==> src/rtl/countdown_timer_pkg.sv <==
// Shared counter/timer definitions: the state encoding used by the countdown timer
// and reused by later counter and timer blocks.
package countdown_timer_pkg;

   typedef enum logic [1:0] {
      ST_IDLE    = 2'd0,
      ST_RUNNING = 2'd1,
      ST_EXPIRED = 2'd2
   } timer_state_t;

endpackage

==> src/rtl/countdown_timer.sv <==
// Loadable synchronous down counter with a one-cycle terminal-count pulse and an
// optional periodic reload mode, for timeout and interval generation.
module countdown_timer
   import countdown_timer_pkg::*;
#(
   parameter int SIZE = 8
) (
   input  logic            clk,
   input  logic            reset,
   input  logic            load,
   input  logic [SIZE-1:0] load_value,
   input  logic            enable,
   input  logic            auto_reload,
   output logic [SIZE-1:0] value,
   output logic            zero,
   output logic            tc,
   output logic            running
);

   timer_state_t    state, state_nxt;
   logic [SIZE-1:0] value_nxt;
   logic [SIZE-1:0] reload_q, reload_nxt;
   logic            tc_nxt;

   // NOTE: state registers use non-blocking assignments so every flop samples
   // pre-edge values, independent of statement order.
   always_ff @(posedge clk) begin
      if (reset) begin
         state    <= ST_IDLE;
         value    <= '0;
         reload_q <= '0;
         tc       <= 1'b0;
      end else begin
         state    <= state_nxt;
         value    <= value_nxt;
         reload_q <= reload_nxt;
         tc       <= tc_nxt;
      end
   end

   // NOTE: every output of this block gets a default first so no path leaves a
   // signal unassigned, which would otherwise infer a latch.
   always_comb begin
      state_nxt  = state;
      value_nxt  = value;
      reload_nxt = reload_q;
      tc_nxt     = 1'b0;

      if (load) begin
         value_nxt  = load_value;
         reload_nxt = load_value;
         state_nxt  = (load_value != '0) ? ST_RUNNING : ST_IDLE;
      end else if (state == ST_RUNNING && enable) begin
         // RUNNING never holds 0, so the terminal step is the only place 0 is reached.
         if (value == SIZE'(1)) begin
            tc_nxt = 1'b1;
            if (auto_reload) begin
               value_nxt = reload_q;
            end else begin
               value_nxt = '0;
               state_nxt = ST_EXPIRED;
            end
         end else begin
            value_nxt = value - SIZE'(1);
         end
      end
   end

   assign zero    = (value == '0);
   assign running = (state == ST_RUNNING);

endmodule

==> config.mk <==
export PLATFORM = sky130hd
export DESIGN_NAME = countdown_timer
export DESIGN_NICKNAME = d
export VERILOG_FILES = /design/src/rtl/countdown_timer_pkg.sv /design/src/rtl/countdown_timer.sv
export SDC_FILE = /design/constraint.sdc
export NUM_CORES = 1
export LEC_CHECK = 0
export CAP_MARGIN = 20
export CORE_ASPECT_RATIO = 1.75
export CORE_MARGIN = 4
export CORE_UTILIZATION = 43
export DETAILED_ROUTE_END_ITERATION = 7
export GPL_ROUTABILITY_DRIVEN = 0
export PLACE_DENSITY = 0.7
export SLEW_MARGIN = 20
export SYNTH_ARGS = -nofsm -noshare
export SYNTH_HDL_FRONTEND = slang
export SYNTH_SLANG_ARGS = --single-unit
==> constraint.sdc <==
create_clock -name clk -period 2.7 [get_ports clk]
set_clock_uncertainty 0.1 [all_clocks]
set_input_delay 0.675 -clock clk [delete_from_list [all_inputs] [get_ports clk]]
set_output_delay 0.675 -clock clk [all_outputs]
set_load 0.05 [all_outputs]
; ---- Yosys cells after proc, flatten, opt, wreduce, memory -nomap -nowiden
; Index checks and enable logic that the tools add are counted.
[op_classes]
n_addsub = 1
reduce_logical = 7
bitwise_logic = 1
n_mux = 10
n_eq_ne = 3
[ops]
columns = operator, count
row1 = 2-to-1 mux 8 bit, 4
row2 = "== test 8 x 1 -> 1 bit, second input constant", 1
row3 = logical NOT 8 bit, 1
row4 = 2-to-1 mux 2 bit, 4
row5 = nonzero test 8 bit, 1
row6 = "subtractor 8 x 1 -> 8 bit, second input constant", 1
row7 = nonzero test 2 bit, 2
row8 = AND reduction 3 bit, 1
row9 = OR reduction 3 bit, 1
row10 = "== test 2 x 1 -> 1 bit, second input constant", 1
row11 = 2-to-1 mux 1 bit, 2
row12 = "!= test 2 bit, second input constant", 1
row13 = logical AND 1 bit, 1
row14 = inverter 1 bit, 1
[totals]
wordCells = 26
output_inout_bits = 11
ff_bits = 19

; ---- Longest topological paths before layout
[depth]
ltp_word = 4
depth_mapped = 8
mapped_depth_nobuf = 7

; ---- Worst setup path before layout
; Ideal clock, no wire load.
[synth_timing]
path_type = register to output
from = register value[2]
to = output port zero
arrival_time_ns = 1.799
stages_incl_launch_ff = 5
slack_ns = 0.126
path_cell_list = dfxtp_1 > clkbuf_1 > or4_1 > nor3_1 > and2_1
[synth_via]
elab_chain_cells = 1
[synth_rtl]
columns = element, line_no
row1 = "start, declared", countdown_timer.sv:14  ; output logic [SIZE-1:0] value,
row2 = "start signal, assigned", countdown_timer.sv:35  ; value <= value_nxt;
row3 = logical NOT 8 bit, countdown_timer.sv:69  ; assign zero = (value == '0);
row4 = "end, declared", countdown_timer.sv:15  ; output logic zero,
; No other way between the ends.

; ---- Final worst setup path
; Ends and elaborated chain as after synthesis.

==> flow_metrics.env <==
export IMPL_fmax_mhz=401.5
export IMPL_antenna_cells=0
export IMPL_netlist_instances=126
export IMPL_ys_seq_elements=19
export IMPL_ys_warn_count=0
export IMPL_start_util_pct=45.22
export IMPL_coreArea_um2=2302
export IMPL_grt_ovfl_total=0
export IMPL_synth_top_area_share_pct=36.54
export IMPL_regToRegSetupSlack_ps=370
export IMPL_cts_root_buf="clkbuf_8"
export IMPL_synth_avg_cell_area_um2=8.262
export IMPL_setup_viol=0
export IMPL_hold_path_class="reg2reg"
export IMPL_cts_buffers=3
export IMPL_crit_fanout=9
export IMPL_clock_latency_ps=260
export IMPL_setup_tns_ps=0
export IMPL_switchingPower_mw=0.2332
export IMPL_yosysTopAreaCell="dfxtp_1"
export IMPL_drt_wl_total_mm=2.644
export IMPL_postCtsSetupRepairBufs=0
export IMPL_crit_arrival_ps=1720
export IMPL_slew_limit_headroom_pct=66.53
export IMPL_die_x_um=45.20
export IMPL_regArea_um2=380.4
export IMPL_netlist_top_cells_area="dfxtp_1 (37%), a21oi_1 (6.7%), mux2i_1 (4.8%)"
export IMPL_crit_type="reg2out"
export IMPL_slowest_delay_ps=490
export IMPL_nets=169
export IMPL_row_count=23
export IMPL_num_io_pins=24
export IMPL_final_layout_size_suffix_gt1_share_pct=10.53
export IMPL_ys_top_cells_by_count="dfxtp_1 (19), a21oi_1 (14), nor2_1 (13)"
export IMPL_die_h_um=73.09
export IMPL_synth_cell_types=41
export IMPL_synth_area_um2=1041
export IMPL_postCtsHoldBufs=0
export IMPL_grt_pass1_vias=1067
export IMPL_cts_sinks=19
export IMPL_cp_required_ps=1920
export IMPL_finalMaxSlewViolations=0
export IMPL_post_drt_wl_per_cell_um=14.94
export IMPL_ant_nets=0
export IMPL_cts_tree="built"
export IMPL_dr_pass1_iters=4
export IMPL_ys_seq_area_share_pct=36.54
export IMPL_grt_max_degree=15
export IMPL_cp_cell_sequence="or4_1 > nor3_1 > and2_1 > buf_12"
export IMPL_routed_via_density=5.960
export IMPL_fin_crit_sh_pct=92.25
export IMPL_ir_worst_vdd_mv=0.3803
export IMPL_nFillCells=228
export IMPL_antenna_found_initial=0
export IMPL_grt_pass1_wl_mm=4.491
export IMPL_p_seq_share_pct=43.7
export IMPL_cp_slowest_cell="or4_1"
export IMPL_multiInputGateArea_um2=593.1
export IMPL_cts_resized_gates=0
export IMPL_clockBufferDepth=2
export IMPL_finalHoldViolations=0
export IMPL_dp_hpwl_mm=2.009
export IMPL_clk_pin_slew_ps=80
export IMPL_p_sw_share_pct=32.35
export IMPL_power_density_nw_per_um2=526.1
export IMPL_synth_nets=142
export IMPL_drc=0
export IMPL_portBuffers=23
export IMPL_total_power_mw=0.7208
export IMPL_start_kind="flip-flop"
export IMPL_p_leak_nw=0.5197
export IMPL_grt_usage_pct=17.96
export IMPL_power_internal_mw=0.4876
export IMPL_grt_setup_unrepaired="false"
export IMPL_yosysMostFrequentCell="dfxtp_1"
export IMPL_comb_power_share_pct=28.3
export IMPL_num_vias=1055
export IMPL_async_flop_share_pct=0
export IMPL_drv_cap=0
export IMPL_end_kind="output pin"
export IMPL_tightest_slew_ps=500.5
export IMPL_htreeDepth=1
export IMPL_synth_flop_cell="dfxtp_1"
export IMPL_syn_to_final_growth_pct=31.61
export IMPL_p_clk_share_pct=28.1
export IMPL_min_period_ps=2491
export IMPL_synth_enable_flop_cells=0
export IMPL_dieArea_um2=3303
export IMPL_status="completed"
export IMPL_first_iter_violations=59
-- power by group through the flow --
stage / combinational, mW / clock, mW / sequential [mW]
after CTS: 0.204 / 0.203 / 0.314
after detailed placement: 0.203 / 0 / 0.321
after global routing: 0.221 / 0.214 / 0.317
final: 0.204 / 0.202 / 0.315
after floorplan: 0.101 / 0 / 0.348
after global placement: 0.202 / 0 / 0.320
-- path summary, 6_finish.rpt --
check	start	end	cells after the start
min	state[1]	state[1]	2
max	value[2]	zero	4
min reg2reg	state[1]	state[1]	2
max reg2reg	value[0]	value[4]	7
-- layout make-up --
type                            instances  area share [%]
Inverter                                7           1.918
Multi-Input combinational cell         92           43.29
Clock buffer                            3           3.014
Timing Repair Buffer                   30           21.37
Clock inverter                          1          0.3653
Tap cell                               25           2.283
Sequential cell                        19           27.76
-- stage by stage --
stage	setup WS, ps	cell area [µm²]	hold WS [ps]	cells	utilization, %
after detailed placement	413.0	1324	359.6	173	57.50
after global placement	440.7	1324	348.5	173	57.50
final	209.3	1370	365.2	177	59.51
after CTS	220.8	1370	371.1	177	59.51
after floorplan	126.4	1041	335.4	126	-
after global routing	72.78	1370	395.4	177	59.51
-- critical path: cells and delay by family (launching register included) --
| kind | cells | cell delay, ps |
|---|---|---|
| buf+inv | 1 | 150 |
| simple gates | 3 | 900 |
| flops | 1 | 410 |
-- logic make-up after synthesis --
kind of cell | Yosys count | synth area share (%)
AOI/OAI and AO/OA | 36 | 22.24
xor gates and xnor gates | 4 | 3.366
adders and majority gates | 3 | 3.606
buffers and inverters | 15 | 6.491
DFF | 19 | 36.54
muxes | 5 | 4.808
and+or+nand+nor | 44 | 22.96
-- cell usage in the layout, fill, tap and decap left out, drive strengths merged, types with 5 or more instances in the layout --
cell,count
inv,7
mux2i,5
nor2,13
clkdlybuf4s50,22
nand2,12
a21oi,15
o21ai,5
dfxtp,19
buf,8
-- per-layer routing --
| layer | GRT usage, % | share of wire [%] | vias to the layer above |
|---|---|---|---|
| met5 | 0 | 0 | - |
| met4 | 10.42 | 2.9 | 0 |
| met3 | 3.704 | 5.6 | 8 |
| met2 | 31.07 | 52 | 45 |
| met1 | 19.12 | 39 | 497 |
| li1 | - | - | 505 |
-- sequential cells by signal (all words and copies together) (netlist names) --
| register | cells |
|---|---|
| state | 2 |
| value | 8 |
| tc | 1 |
| reload_q | 8 |
(Power assumes the default switching activity.)
